$ cat src/rtl/fetcher_if.sv
// Fetch-side bundle: pc unit hand-off, memory-controller port and issue queue head.
// The fetcher uses the master view; the pc/memory/issue environment uses the slave view.
interface fetcher_if #(
  parameter int DATA_W = 32
);
  logic [DATA_W-1:0] in_next_pc;
  logic              in_next_taken;
  logic              in_rollback;
  logic              out_pc_ena;
  logic [DATA_W-1:0] out_last_pc;
  logic [DATA_W-1:0] out_last_inst;
  logic              out_mem_req;
  logic [DATA_W-1:0] out_mem_addr;
  logic              in_mem_ready;
  logic [DATA_W-1:0] in_mem_data;
  logic              out_inst_valid;
  logic [DATA_W-1:0] out_inst;
  logic [DATA_W-1:0] out_inst_pc;
  logic              out_inst_taken;
  logic              in_issue_ready;

  modport master (
    input  in_next_pc, in_next_taken, in_rollback,
    input  in_mem_ready, in_mem_data, in_issue_ready,
    output out_pc_ena, out_last_pc, out_last_inst,
    output out_mem_req, out_mem_addr,
    output out_inst_valid, out_inst, out_inst_pc, out_inst_taken
  );

  modport slave (
    output in_next_pc, in_next_taken, in_rollback,
    output in_mem_ready, in_mem_data, in_issue_ready,
    input  out_pc_ena, out_last_pc, out_last_inst,
    input  out_mem_req, out_mem_addr,
    input  out_inst_valid, out_inst, out_inst_pc, out_inst_taken
  );
endinterface

$ cat src/rtl/fetcher.sv
// Instruction-fetch front end: one outstanding memory read at a time, result handed back
// to pc and buffered in a small instruction queue; rollback flushes everything in flight.
//
// state | meaning
// IDLE  | no request outstanding; issue one when the queue has room and no rollback
// WAIT  | request outstanding; wait for in_mem_ready (word dropped if discard is set)
module fetcher #(
  parameter int DATA_W   = 32,
  parameter int IQ_DEPTH = 4,
  parameter int IQ_AW    = 2
) (
  input logic clk,
  input logic rst,
  input logic ena,
  fetcher_if.master bus
);

  typedef enum logic {IDLE, WAIT} state_t;

  localparam logic [IQ_AW:0] FULL_CNT = (IQ_AW+1)'(IQ_DEPTH);

  state_t            state_q, state_d;
  logic              discard_q, discard_d;
  logic              mem_req_q, mem_req_d;
  logic [DATA_W-1:0] mem_addr_q, mem_addr_d;

  logic [IQ_AW-1:0]  head_q, head_d;
  logic [IQ_AW-1:0]  tail_q, tail_d;
  logic [IQ_AW:0]    count_q, count_d;

  logic [DATA_W-1:0] iq_inst_q  [IQ_DEPTH];
  logic [DATA_W-1:0] iq_pc_q    [IQ_DEPTH];
  logic              iq_taken_q [IQ_DEPTH];

  logic accept;
  logic push;
  logic pop;
  logic iq_valid;

  assign iq_valid = (count_q != '0);

  // A word returned after a rollback (now or earlier in this WAIT) belongs to the wrong path.
  assign accept = ena && (state_q == WAIT) && bus.in_mem_ready
                  && !discard_q && !bus.in_rollback;
  assign push   = accept;
  assign pop    = ena && iq_valid && bus.in_issue_ready && !bus.in_rollback;

  always_ff @(posedge clk or negedge rst) begin
    if (!rst) begin
      state_q    <= IDLE;
      discard_q  <= 1'b0;
      mem_req_q  <= 1'b0;
      mem_addr_q <= '0;
      head_q     <= '0;
      tail_q     <= '0;
      count_q    <= '0;
    end else begin
      state_q    <= state_d;
      discard_q  <= discard_d;
      mem_req_q  <= mem_req_d;
      mem_addr_q <= mem_addr_d;
      head_q     <= head_d;
      tail_q     <= tail_d;
      count_q    <= count_d;
    end
  end

  always_comb begin
    state_d    = state_q;
    discard_d  = discard_q;
    mem_req_d  = mem_req_q;
    mem_addr_d = mem_addr_q;
    if (ena) begin
      unique case (state_q)
        IDLE: begin
          if ((count_q < FULL_CNT) && !bus.in_rollback) begin
            mem_req_d  = 1'b1;
            mem_addr_d = bus.in_next_pc;
            state_d    = WAIT;
          end
        end
        WAIT: begin
          if (bus.in_mem_ready) begin
            mem_req_d = 1'b0;
            discard_d = 1'b0;
            state_d   = IDLE;
          end else if (bus.in_rollback) begin
            discard_d = 1'b1;
          end
        end
      endcase
    end
  end

  always_comb begin
    head_d  = head_q;
    tail_d  = tail_q;
    count_d = count_q;
    if (ena) begin
      if (bus.in_rollback) begin
        head_d  = '0;
        tail_d  = '0;
        count_d = '0;
      end else begin
        if (pop) begin
          head_d = head_q + 1'b1;
        end
        if (push) begin
          tail_d = tail_q + 1'b1;
        end
        unique case ({push, pop})
          2'b10:   count_d = count_q + 1'b1;
          2'b01:   count_d = count_q - 1'b1;
          default: count_d = count_q;
        endcase
      end
    end
  end

  // Entry storage needs no reset: head outputs are masked while the queue is empty.
  always_ff @(posedge clk) begin
    if (push) begin
      iq_inst_q[tail_q]  <= bus.in_mem_data;
      iq_pc_q[tail_q]    <= mem_addr_q;
      iq_taken_q[tail_q] <= bus.in_next_taken;
    end
  end

  assign bus.out_pc_ena    = accept;
  assign bus.out_last_pc   = accept ? mem_addr_q : '0;
  assign bus.out_last_inst = accept ? bus.in_mem_data : '0;

  assign bus.out_mem_req   = mem_req_q;
  assign bus.out_mem_addr  = mem_addr_q;

  assign bus.out_inst_valid = iq_valid;
  assign bus.out_inst       = iq_valid ? iq_inst_q[head_q] : '0;
  assign bus.out_inst_pc    = iq_valid ? iq_pc_q[head_q] : '0;
  assign bus.out_inst_taken = iq_valid ? iq_taken_q[head_q] : 1'b0;

endmodule

$ cat src/flat_wrapper.sv
// flat-port wrapper written by rule: the top's interface ports become plain ports
module fetcher_flat 
#(
  parameter int DATA_W   = 32,
  parameter int IQ_DEPTH = 4,
  parameter int IQ_AW    = 2
)
  (clk, rst, ena, bus_in_next_pc, bus_in_next_taken, bus_in_rollback, bus_in_mem_ready, bus_in_mem_data, bus_in_issue_ready, bus_out_pc_ena, bus_out_last_pc, bus_out_last_inst, bus_out_mem_req, bus_out_mem_addr, bus_out_inst_valid, bus_out_inst, bus_out_inst_pc, bus_out_inst_taken);
  fetcher_if #(.DATA_W(DATA_W)) bus_i ();
  input logic clk;
  input logic rst;
  input logic ena;
  input wire logic [$bits(bus_i.in_next_pc)-1:0] bus_in_next_pc;
  input wire logic [$bits(bus_i.in_next_taken)-1:0] bus_in_next_taken;
  input wire logic [$bits(bus_i.in_rollback)-1:0] bus_in_rollback;
  input wire logic [$bits(bus_i.in_mem_ready)-1:0] bus_in_mem_ready;
  input wire logic [$bits(bus_i.in_mem_data)-1:0] bus_in_mem_data;
  input wire logic [$bits(bus_i.in_issue_ready)-1:0] bus_in_issue_ready;
  output wire logic [$bits(bus_i.out_pc_ena)-1:0] bus_out_pc_ena;
  output wire logic [$bits(bus_i.out_last_pc)-1:0] bus_out_last_pc;
  output wire logic [$bits(bus_i.out_last_inst)-1:0] bus_out_last_inst;
  output wire logic [$bits(bus_i.out_mem_req)-1:0] bus_out_mem_req;
  output wire logic [$bits(bus_i.out_mem_addr)-1:0] bus_out_mem_addr;
  output wire logic [$bits(bus_i.out_inst_valid)-1:0] bus_out_inst_valid;
  output wire logic [$bits(bus_i.out_inst)-1:0] bus_out_inst;
  output wire logic [$bits(bus_i.out_inst_pc)-1:0] bus_out_inst_pc;
  output wire logic [$bits(bus_i.out_inst_taken)-1:0] bus_out_inst_taken;
  assign bus_i.in_next_pc = bus_in_next_pc;
  assign bus_i.in_next_taken = bus_in_next_taken;
  assign bus_i.in_rollback = bus_in_rollback;
  assign bus_i.in_mem_ready = bus_in_mem_ready;
  assign bus_i.in_mem_data = bus_in_mem_data;
  assign bus_i.in_issue_ready = bus_in_issue_ready;
  assign bus_out_pc_ena = bus_i.out_pc_ena;
  assign bus_out_last_pc = bus_i.out_last_pc;
  assign bus_out_last_inst = bus_i.out_last_inst;
  assign bus_out_mem_req = bus_i.out_mem_req;
  assign bus_out_mem_addr = bus_i.out_mem_addr;
  assign bus_out_inst_valid = bus_i.out_inst_valid;
  assign bus_out_inst = bus_i.out_inst;
  assign bus_out_inst_pc = bus_i.out_inst_pc;
  assign bus_out_inst_taken = bus_i.out_inst_taken;
  fetcher #(.DATA_W(DATA_W), .IQ_DEPTH(IQ_DEPTH), .IQ_AW(IQ_AW)) u_core (.clk(clk), .rst(rst), .ena(ena), .bus(bus_i));
endmodule
$ cat config.mk
export PLATFORM = sky130hd
export DESIGN_NAME = fetcher_flat
export DESIGN_NICKNAME = d
export VERILOG_FILES = /design/src/rtl/fetcher_if.sv /design/src/rtl/fetcher.sv /design/src/flat_wrapper.sv
export SDC_FILE = /design/constraint.sdc
export NUM_CORES = 1
export LEC_CHECK = 0
export BUFFER_PORTS_ARGS = -buffer_cell sky130_fd_sc_hd__buf_2
export CORE_UTILIZATION = 55
export DETAILED_ROUTE_END_ITERATION = 16
export PLACE_DENSITY_LB_ADDON = 0.1
export SLEW_MARGIN = 40
export SYNTH_ARGS = -nofsm -noshare
export SYNTH_HDL_FRONTEND = slang
export SYNTH_SLANG_ARGS = --single-unit
$ cat constraint.sdc
create_clock -name clk -period 5.45 [get_ports clk]
set_input_delay 0.2725 -clock clk [delete_from_list [all_inputs] [get_ports clk]]
set_output_delay 0.2725 -clock clk [all_outputs]
set_load 0.1 [all_outputs]
# Word-level counts from Yosys, hierarchy flattened
# Memories as Yosys holds them, arrays and structs flattened.
# Index checks and enable logic that the tools add are counted.
# W data, S select, Z words.
# word_totals
ff_bits	42
mem_bits_rw	260
inputBits	71
output_inout_bits	164
wordCells	62
memories	3
# mem_list
memory	words	width	rd	rd_clocked_by_memory_dff	write_ports	line	rtl
u_core.iq_inst_q	4	32	1	0	1	fetcher.sv:31	logic [DATA_W-1:0] iq_inst_q [IQ_DEPTH];
u_core.iq_pc_q	4	32	1	0	1	fetcher.sv:32	logic [DATA_W-1:0] iq_pc_q [IQ_DEPTH];
u_core.iq_taken_q	4	1	1	0	1	fetcher.sv:33	logic iq_taken_q [IQ_DEPTH];
# classes
add_sub_neg	4
magnitude_cmp	1
n_eq_ne	4
mux	21
bitwise	1
reduce_logical	21
# op_table
cell	count
$mux W32	4
$mux W1	9
$reduce_and A3 Y1	3
$logic_and A1 B1 Y1	8
$mux W2	4
$pmux W3 S2	1
$reduce_and A2 Y1	3
$reduce_bool A2 Y1	3
$reduce_bool A3 Y1	2
$add A2 B1 Y2 const B	2
$pmux W1 S2	2
$add A3 B1 Y3 const B	1
$lt A3 B3 Y1 const B	1
$mux W3	1
$sub A3 B1 Y3 const B	1
$eq A2 B1 Y1 const B	1
$eq A2 B2 Y1 const B	1
$logic_not A1 Y1	2
$ne A2 B1 Y1 const B	1
$ne A2 B2 Y1 const B	1
$not A1 Y1	1

# Longest topological paths before layout
# Gate-level depths: netlist of the first run.
# logic_depth
ltp_word	7
mapped_depth	10
mapped_depth_nobuf	9

# Worst setup path before layout of the first run
# No wires, ideal clock.
# synth_timing
kind	reg-to-reg
startpoint	register u_core.state_q
endpoint	memory u_core.iq_inst_q[0][0], enable pin
setup_time_ns	0.430
arrival_ns	2.540
required_ns	5.020
setup_slack_ns	2.481
stages_incl_launch_ff	6
path_buffers	2
synth_period_minus_slack_ns	2.969
cell_sequence	dfrtp_1 > clkbuf_2 > nand4b_4 > nor2_4 > buf_4 > and2_1
# synth_between
elab_chain_len	6
# synth_rtl
item	line	rtl
start: declaration	fetcher.sv:22	state_t state_q, state_d;
start signal: assignment	fetcher.sv:58	state_q <= state_d;
$logic_and A1 B1 Y1 (2 in series)	fetcher.sv:43	assign accept = ena && (state_q == WAIT) && bus.in_mem_ready
$logic_and A1 B1 Y1 (2 in series)	fetcher.sv:44	&& !discard_q && !bus.in_rollback;
$mux W1	fetcher.sv:122	if (push) begin
$mux W1 (not written as such)	fetcher.sv:123	iq_inst_q[tail_q] <= bus.in_mem_data;
end: declaration	fetcher.sv:31	
# No other way between the ends.

# Worst setup path after layout of the first run
# layout_timing
startpoint	register u_core.head_q[0]
endpoint	output bus_out_inst[30]
# layout_between
elab_chain_len	2
# layout_rtl
item	line	rtl
start: declaration	fetcher.sv:27	logic [IQ_AW-1:0] head_q, head_d;
start signal: assignment	fetcher.sv:54	head_q <= '0;
start signal: assignment	fetcher.sv:62	head_q <= head_d;
$mem_v2 Z4 W32	--	
$mux W32	fetcher.sv:137	assign bus.out_inst = iq_valid ? iq_inst_q[head_q] : '0;
end: declaration	flat_wrapper.sv:25	output wire logic [$bits(bus_i.out_inst)-1:0] bus_out_inst;
# No other way between the ends.

==> results of run 1 <==
==> worst max-delay path: cells and delay by family (launching register included) <==
kind / cells / cell delay, ns
mux: 1 / 0.53
simple gates: 1 / 0.21
buf+inv: 3 / 0.78
flops: 1 / 0.67
==> metal layers <==
layer  share of wire, %  up-vias  wire, um  GRT usage, %
met5                  0        -         0             0
met4                1.4        0       333          4.90
met3                5.8       26      1410          3.15
met2                 52      231     12600          38.6
met1                 41     3406      9960          28.8
li1                   -     3031         -             -
==> cells in the mapped netlist (all sizes together), types with 3 or more instances <==
cell type / number / share of area, %
nand3: 3 / 0.12
dfrtp: 42 / 8.7
edfxtp: 260 / 64
nand2b: 3 / 0.15
o22ai: 4 / 0.21
nor2b: 3 / 0.15
and2: 133 / 6.9
inv: 5 / 0.15
mux4: 65 / 12
clkbuf: 19 / 0.61
ha: 5 / 0.52
nor2: 5 / 0.22
mux2: 32 / 3.0
buf: 18 / 1.2
mux2i: 3 / 0.25
==> stage by stage <==
stage | util, % | setup WS [ns]
after floorplan | - | 2.48
after global placement | 63.1 | 2.31
after detailed placement | 64.2 | 2.93
after CTS | 72.0 | 2.35
after global routing | 72.0 | 2.27
final | 72.0 | 2.44
==> timing repair <==
| item | CTS | global route |
|---|---|---|
| hold buffers | 67 | 0 |
| buffers inserted | 0 | 0 |
| hold endpoints to repair | 207 | 0 |
==> kinds of logic after synthesis <==
logic type | after synthesis | share of synthesized area, %
mux | 100 | 15.3
buf+inv | 42 | 1.96
simple gates | 153 | 8.01
flops | 302 | 73.0
xor+xnor | 4 | 0.289
fa+ha+maj | 5 | 0.515
compound gates | 16 | 0.989
==> registers in the layout, summed over array words and instances (netlist names) <==
register                 flops
u_core.head_q                2
u_core.bus.out_mem_req       1
u_core.iq_pc_q             128
u_core.iq_taken_q            4
u_core.tail_q                2
u_core.state_q               1
u_core.iq_inst_q           128
u_core.bus.out_mem_addr     32
u_core.count_q               3
u_core.discard_q             1
==> cell type report <==
class                   instances  area [um2]  area share [%]
flip-flops and latches        302        8870            57.7
multi-input cells             278        3060            19.9
repair buffers                315        2100            13.6
clock buffers                  40         830            5.40
well taps                     275         344            2.24
clock inverters                16         158            1.03
inverters                       5        18.8           0.122
==> path summary, 6_finish.rpt <==
check	startpoint	to	slack (ns)	cells past startpoint
min	bus_in_rollback	u_core.head_q[1]$_DFFE_PN0P_	0.11	2
min reg2reg	u_core.bus.out_mem_req$_DFFE_PN0P_	u_core.bus.out_mem_req$_DFFE_PN0P_	0.48	1
max in group asynchronous	rst	u_core.head_q[0]$_DFFE_PN0P_	4.70	2
min in group asynchronous	rst	u_core.state_q$_DFFE_PN0P_	0.29	2
max	u_core.head_q[0]$_DFFE_PN0P_	bus_out_inst[30]	2.44	5
max reg2reg	u_core.count_q[0]$_DFFE_PN0P_	u_core.count_q[2]$_DFFE_PN0P_	3.11	9
==> results.txt, run 1 <==
* Total global routing track utilization: 21.8%
- Leaving out filler cells and counting taps, the final layout contains 1231.
- Share of layout cells above drive strength 1: 41.9%
* Fillers: 1388
- Mean instance size in the synthesized netlist: 19.5 um2
- In this run the number of H-tree levels came out at 1.
- The cell area that synthesis handed to floorplanning was 12100 um2.
- The worst setup path is of the reg2out kind.
- In this run, CTS created clock tree buffers numbering 30.
- Most common cell after layout, fill and taps aside: edfxtp_1
* Maximum frequency from static timing analysis: 0.333 GHz
* Count of unique library cells instantiated by Yosys: 37
* TritonCTS Sinks: 302
* Drt first-iter violations: 410
- Net count of the mapped netlist: 698
* Cells after Synth: 622
* Overall die area: 22700 um2
- The finished cells cover 15400 um2.
- Class of the tightest hold or removal check: in2reg
- For this run, the detailed router's first-pass iteration total came to 4.
- Entering global routing, the biggest net connects 67 pins.
* Number of buffers between clock root and the deepest sink: 3
- The worst path in the final design needs a cycle of 3.01 ns, including I/O delays and setup.
- After detailed routing, the average wire length per cell comes to 19.8 um.
- Die height: 151 um
- Kind of end point of the critical path: primary output
- The number of pins exceeding their max-slew limit in the final report came to 0.
- Final setup violation count: 0
- Actual transition at the worst max-transition pin: 0.689 ns
* Slew headroom: 54.0%
- For the worst-skew pair, the clock arrives at the later sink with an insertion delay of 0.53 ns.
- The Yosys step of the flow raised 0 warnings.
* TritonCTS clock tree: done
* DRC: 0
* Placed instance count: 1108
* Ant. Diodes: 0
- The via count of the first global-routing pass came to 6924.
* Number of antenna violations at the first check in global routing: 0
- Setup repair after global routing left no endpoint under its margin.
- Highest-delay cell along the critical path: dfrtp_4
- Among all flip-flop cells after synthesis, the most frequent one is edfxtp_1.
- Buffers placed on the I/O ports in this run total 234.
- Most frequent cell on the critical path: buf_12
- Number of nets in the finished design: 1008
- Max_cap viols: 0
- The floorplan step defined a core boundary enclosing 21400 um2.
- Peak fanout along the critical path: 20
- Final worst path period share: 55.2%
- Post-synth EDFFs: 260
- Register bit count reported by yosys: 302
- Residual overflow from global routing: 0
- Die width: 151 um
* Most used cells in the layout excluding fill and tap cells: edfxtp_1 (260), buf_2 (233), and2_1 (129)
- Clock-pin slew was measured on the worst setup and hold paths at 0.06 ns.
* GP Congestion: 0.708
- The area growth from synthesis to layout is 26.6%.
* Status: completed
* DR vias/cell: 5.44
* List of cells traversed by the critical path: buf_12 > buf_12 > mux4_2 > and2_1 > buf_2
- At the worst endpoint, the arrival time is 2.73 ns.
* Clock Skew: 0.0122 ns
- In this run the clock root is driven by a clkbuf_16.
- Number of resized instances in the post-cts repair step: 0
* Placed Area: 13700 um2
- The routed layout has 6694 vias.
- Once detail routing completed, the nets flagged for antenna violations numbered 0.
- Sequential elements use 73.0% of the synthesized area.
- The first global-routing pass estimated 37100 um of wire.
* Detailed placement HPWL: 14700 um
- Starting Density: 56.9%
- Final hold violation count: 0
- For this run, the slowest stage of the critical path takes 0.67 ns.
- During I/O placement, the number of pins put on the boundary was 235.
* Cell row count: 53
- Category of the worst setup path launch point: register
- Post-Route Hold Slack: 0.106 ns
* Async set or reset register ratio after synthesis: 13.9%
- The routed design has 24400 um of wire.
- Data required time at the worst endpoint: 5.18 ns
- For the final routed database, the setup TNS stands at 0 ns.
Power of run 1 is left out: the tool's default activity adds up to more than one toggle a clock period on the data nets, which glitch-free logic cannot reach.
==> inputs of run 2 (changes only) <==
--- a/config.mk
+++ b/config.mk
@@ -5,8 +5,9 @@
 export SDC_FILE = /design/constraint.sdc
 export NUM_CORES = 1
 export LEC_CHECK = 0
+export ABC_AREA = 1
 export BUFFER_PORTS_ARGS = -buffer_cell sky130_fd_sc_hd__buf_2
-export CORE_UTILIZATION = 55
+export CORE_UTILIZATION = 50
 export DETAILED_ROUTE_END_ITERATION = 16
 export PLACE_DENSITY_LB_ADDON = 0.1
 export SLEW_MARGIN = 40
==> constraint.sdc (replaced) <==
create_clock -name clk -period 2.68 [get_ports clk]
set_input_delay 0.134 -clock clk [delete_from_list [all_inputs] [get_ports clk]]
set_output_delay 0.134 -clock clk [all_outputs]
set_load 0.1 [all_outputs]
==> run 2 against run 1 <==
Final cell count rose by 41%. Area after synthesis up 2.8%. Hold slack worse by 0.026 ns. Highest routed layer unchanged.
==> results.txt, run 2 <==
- The via count of the first global-routing pass is 8593.
- Data on the critical path is required at its endpoint by 2.55 ns.
* Area occupied by multi-input gates: 3140 um2
- Clock Skew: 0.0116 ns
- After routing the design area is 16000 um2.
- Counting I/O delays and the setup requirement, the final critical path takes 2.52 ns.
* Final wirelength: 28600 um
- Of the synthesized area, sequential elements account for 71.0%.
- Die height: 160 um
- The largest single stage delay on the critical path is 0.42 ns.
- The library cell used most frequently in the layout, excluding fill and tap cells, is nor2_1.
- The slowest stage of the critical path is the dfrtp_1 cell.
- In the final routing, the length of wire on met1 measures 12100 um.
- Timing would allow up to 0.396 GHz.
- For this block, the via count after detailed routing is 8747.
- Wire length of the first global-routing pass: 45300 um
* Most frequently used cell type in the post-synthesis netlist: nor2_1
- A synthesized cell averages 11.4 um2.
* TritonCTS clock tree: done
- Source-to-sink clock delay at the later pin of the worst-skew pair: 0.55 ns
- For the pin with the worst max-slew slack, the measured transition is 0.620 ns.
- The number of pins exceeding their max-slew limit in the final report came to 0.
- In this run, distinct cell masters in the synthesized netlist total 26.
- Slew headroom: 58.7%
- Yosys top cell area share: 62.6%
- H-tree depth: 1
- Final worst path period share: 94.1%
- After detailed placement, the design holds a cell count of 1615.
- Netlist area before placement: 12500 um2
- The count of final hold-check violations is 0.
- Ant. Diodes: 0
- Async set or reset register ratio after synthesis: 13.9%
- Peak fanout along the critical path: 37
- Clock tree synthesis inserted a total of 29 buffers.
- Kind of end point of the critical path: primary output
* Final Worst Setup Slack: 0.157 ns
- Class of the tightest hold or removal check: in2async
* Setup slack at placement: 0.528 ns
* Cell row count: 57
- The pre-antenna-repair detailed-routing pass consisted of 4 iterations.
* Largest net degree at the start of global routing: 99
- DRC: 0
- Walking the worst path, the cells encountered are nand3_4 > nor2_8 > nand2_4 > buf_6 > nor2_1 > buf_4.
* Overall die area: 25600 um2
- Core Region: 24400 um2
* Cells after Synth: 1099
* Starting Density: 51.2%
* Critical setup path kind: reg2out
- Number of warnings issued by yosys: 0
* Fillers: 1884
- Number of nets in the finished design: 1469
- Layout overhead on the synthesized area: 28.1%
- In the global route stage, overall resource usage came out at 22.5%.
- Root Driver: clkbuf_16
- The die is 160 um wide.
- RSZ-0062 raised after global routing: no
* GP Congestion: 0.744
* Share of layout cells above drive strength 1: 26.9%
* Highest metal used: met4
- After clock tree synthesis, the clock-pin slew on the worst setup and hold paths is 0.06 ns.
- Number of buffers between clock root and the deepest sink: 3
- In this run, the number of DRC markers left after iteration 0 of detailed routing was 494.
* Number of antenna violations at the first check in global routing: 0
* Wirelength per Cell: 16.4 um
- After synthesis, the cell types taking the most area are edfxtp_1 (63%), nor2_1 (11%), dfrtp_1 (8.4%).
- The worst setup path is launched from a register.
* Register bit count reported by yosys: 302
- ANT nets after route: 0
* Port buffer count: 234
* Commonest register cell after synthesis: edfxtp_1
* Number of non-filler instances in the completed layout: 1739
- Post-synth EDFFs: 260
* List of most frequent post-synthesis cells: nor2_1 (352), edfxtp_1 (260), o21ai_0 (134), a21oi_1 (101), inv_1 (81)
- Status: completed
- TritonCTS Sinks: 302
- Cell taking the most area after synthesis: edfxtp_1
- Residual overflow from global routing: 0
* Routed length on met3: 1530 um
- The library cells used most frequently in the layout, excluding fill and tap cells, are nor2_1 (348), edfxtp_1 (260), buf_2 (198).
- The placed instances occupy a cell area of 14200 um2.
* Arrival time of data at the critical path endpoint: 2.39 ns
- Net count of the mapped netlist: 1175
- DR vias/cell: 5.03
* Detailed placement HPWL: 16100 um
* Max_cap viols: 0
- Across the whole layout, storage elements account for 8860 um2.
* Number of top-level pins: 235
- Met2 wire length: 14400 um
- Final setup violation count: 0
- End-of-flow core utilization: 65.5%
[run 2: cell count changes in the layout (fill, tap and decap cells not counted), moves of 35 or more]
cell	delta
buf_2	-35
and2_1	-129
inv_1	+74
nor2_1	+344
mux4_2	-65
a21oi_1	+50
o21ai_0	+133
buf_4	+41
a21oi_2	+50
[run 2: critical path, delay by kind of cell (launching register included)]
kind                   cells  cell delay [ns]
and+or+nand+nor            4             0.73
buffers and inverters      2             0.65
DFF                        1             0.42
[run 2: layout make-up]
class                   count  share of cell area [%]
flip-flops and latches    302                    55.4
well taps                 324                    2.54
repair buffers            328                    14.2
clock buffers              39                    5.02
inverters                  83                    1.96
clock inverters            14                    1.12
multi-input cells         649                    19.7
[run 2: metrics by stage]
step                hold WS (ns)  setup TNS (ns)
floorplan                 -0.162          -77.71
global route               0.120               0
finish                    0.0800               0
detailed placement         0.269               0
global placement           0.265               0
CTS                       0.0747               0
[run 2: timing repair]
action,CTS,global route
hold buffers,71,0
endpoints found under the setup margin,33,6
buffers inserted,0,0
pin swaps,0,0
hold endpoints to repair,200,0
gates resized for setup,34,3
[run 2: final timing paths]
path,depth (start not counted),end,slack [ns],startpoint
max,6,bus_out_last_pc[15],0.16,u_core.state_q$_DFFE_PN0P_
min reg2reg,2,u_core.bus.out_mem_req$_DFFE_PN0P_,0.49,u_core.bus.out_mem_req$_DFFE_PN0P_
max reg2reg,5,u_core.iq_pc_q[1][13]$_DFFE_PP_,0.63,u_core.state_q$_DFFE_PN0P_
min,2,u_core.count_q[2]$_DFFE_PN0P_,0.08,rst
min in group clk,7,u_core.head_q[1]$_DFFE_PN0P_,0.09,bus_in_issue_ready
max in group asynchronous,3,u_core.bus.out_mem_addr[22]$_DFFE_PN0P_,2.09,rst
[run 2: cells by family after synthesis]
| logic type | Yosys count | share of synthesized area, % |
|---|---|---|
| flip-flops | 302 | 71.0 |
| AND/OR/NAND/NOR | 407 | 13.4 |
| XOR/XNOR | 1 | 0.0702 |
| adder cells (fa/ha/maj) | 5 | 0.501 |
| buffers and inverters | 148 | 5.59 |
| AO/OA/AOI/OAI | 236 | 9.49 |
[run 2: layer usage]
| metal | track usage [%] | vias up |
|---|---|---|
| li1 | - | 4298 |
| met1 | 29.4 | 4169 |
| met2 | 39.4 | 243 |
| met3 | 3.61 | 37 |
| met4 | 5.63 | 0 |
| met5 | 0 | - |
Power of run 2 is left out for the same reason.
==> inputs of run 3 (changes only) <==
--- a/config.mk
+++ b/config.mk
@@ -7,6 +7,7 @@
 export LEC_CHECK = 0
 export ABC_AREA = 1
 export BUFFER_PORTS_ARGS = -buffer_cell sky130_fd_sc_hd__buf_2
+export CORE_ASPECT_RATIO = 1.2
 export CORE_UTILIZATION = 50
 export DETAILED_ROUTE_END_ITERATION = 16
 export PLACE_DENSITY_LB_ADDON = 0.1
==> run 3 against run 2 <==
Global-route usage is 0.20 points higher. Critical path depth unchanged. Non-clock buffer count increased by 1. First-iteration DRC count grew 27%. Routed wire length up 2.4%. Die area is essentially flat.
==> results.txt, run 3 (synthesis results as in run 2) <==
* Status: completed
* Slew headroom: 46.6%
- Clock-pin slew was measured on the worst setup and hold paths at 0.06 ns.
* Slack of the worst reg-to-reg path: 0.81 ns
- Most used cells in the layout excluding fill and tap cells: nor2_1 (348), edfxtp_1 (260), buf_2 (224)
- Via count of the first global-routing pass: 8556
- Pin placement for this block handled 235 I/O pins.
* H-tree depth: 1
- For this run, global-route usage on met3 was measured as 3.03%.
- Category of the worst setup path launch point: register
* End-of-flow core utilization: 65.8%
- In the routed design, unresolved DRC markers number 0.
- For the pin with the worst max-slew slack, the measured transition is 0.799 ns.
- Kind of end point of the critical path: primary output
- Met2 GRT Util: 42.0%
- Input and output buffers added on the ports amount to 234.
* Final wirelength: 29200 um
- Total global routing track utilization: 22.7%
* Clock Skew: 0.00966 ns
- The floorplan has 62 rows.
- Share of layout cells above drive strength 1: 26.9%
- Final critical delay including setup and external delays: 2.58 ns
- After legalization and detailed placement, the total HPWL measured 16700 um.
* Layout overhead on the synthesized area: 27.6%
- Buffers inserted by post-CTS timing repair: 0
* Number of nets in the finished design: 1470
- In this run the critical register-to-register path is launched from u_core.state_q$_DFFE_PN0P_.
* Via count: 8823
* Post-Route Hold Slack: 0.0920 ns
* Most common cell after layout, fill and taps aside: nor2_1
* Number of antenna violations at the first check in global routing: 0
- After global routing the overflow that remains totals 0.
* Arrival time of data at the critical path endpoint: 2.44 ns
* Die height: 175 um
* Fin. max-slew vios: 0
* Maximum frequency from static timing analysis: 0.388 GHz
- Number of buffers between clock root and the deepest sink: 3
* RSZ-0062 raised after global routing: no
- Final worst path period share: 96.1%
- Before antenna repair, the detailed router went through 5 iterations.
* Final setup violation count: 0
* Drt first-iter violations: 627
- The count of final hold-check violations was 0.
- Data required time at the worst endpoint: 2.55 ns
* Root Driver: clkbuf_16
* Gr busiest metal: met2
* Wirelength per Cell: 16.8 um
- Source-to-sink clock delay at the later pin of the worst-skew pair: 0.53 ns
* Die width: 146 um
- CTS Buf Count: 29
- After floorplanning, the core was sized to cover 24200 um2.
* Starting Density: 51.6%
- TritonCTS clock tree: done
- The detail route stage leaves a number of antenna-violating nets equal to 0.
- In the routed layout, each cell is associated on average with a via count of 5.08.
* Peak fanout along the critical path: 74
- Class of the tightest hold or removal check: in2async
* TritonCTS Sinks: 302
- Ant. Diodes: 0
- Source of the critical timing path: u_core.head_q[0]$_DFFE_PN0P_
- Across the run, the number of max-cap violations was 0.
* Overall die area: 25600 um2
* Met1 track demand over resource: 27.7%
- The first global-routing pass estimated 45400 um of wire.
- The critical path is of the reg2out type.
- The congestion estimate from routability-driven global placement came to 0.765.
- Entering global routing, the biggest net connects 75 pins.
## run 3: changes by cell type in the layout (fill, tap and decap cells not counted), moves of 2 or more
| cell | before | now |
|---|---|---|
| clkbuf_1 | 6 | 4 |
| clkinv_2 | 5 | 7 |
| buf_2 | 198 | 224 |
| clkbuf_4 | 2 | 9 |
| buf_6 | 2 | 0 |
| clkbuf_8 | 4 | 2 |
| buf_4 | 45 | 13 |
## run 3: path summary, 6_finish.rpt
kind | endpoint | depth (start not counted)
worst max-delay path | bus_out_inst[1] | 6
worst min-delay path | u_core.bus.out_mem_addr[18]$_DFFE_PN0P_ | 2
worst max register to register | u_core.discard_q$_DFFE_PN0P_ | 4
worst min register to register | u_core.bus.out_mem_req$_DFFE_PN0P_ | 2
max in group asynchronous | u_core.bus.out_mem_addr[24]$_DFFE_PN0P_ | 3
min in group clk | u_core.head_q[0]$_DFFE_PN0P_ | 7
## run 3: worst max-delay path, stage by stage (launching register included)
cell and delay, ns:
dfrtp_4 0.60, buf_12 0.34, nor2_1 0.09, nor2_1 0.09, o21ai_0 0.12, a21oi_2 0.16, buf_2 0.44
## run 3: metrics by stage
stage / setup TNS [ns] / cell area (um2) / std cells / setup WS, ns
detailed placement: 0 / 14200 / 1611 / 0.617
floorplan: -77.71 / 12700 / 1099 / -0.286
global route: 0 / 15900 / 1736 / 0.00858
CTS: 0 / 15900 / 1736 / 0.0409
global placement: 0 / 14200 / 1611 / 0.626
finish: 0 / 15900 / 1736 / 0.104
## run 3: area by class of cell
cell class	instances	area [um2]
Tap cell	320	400
Multi-Input combinational cell	649	3140
Timing Repair Buffer	329	2230
Fill cell	1883	8280
Inverter	83	315
Clock inverter	18	199
Clock buffer	35	768
Sequential cell	302	8870
## run 3: what timing repair did
item	in CTS	in global routing
gates resized for setup	0	10
hold buffers	72	0
setup endpoints to repair	0	26
hold endpoints to repair	211	0
## run 3: metal layers
metal	wire, um	vias to the layer above
met2	15000	264
met3	1510	50
met5	0	-
met4	671	0
met1	12000	4215
li1	-	4294
Power of run 3 is left out for the same reason.
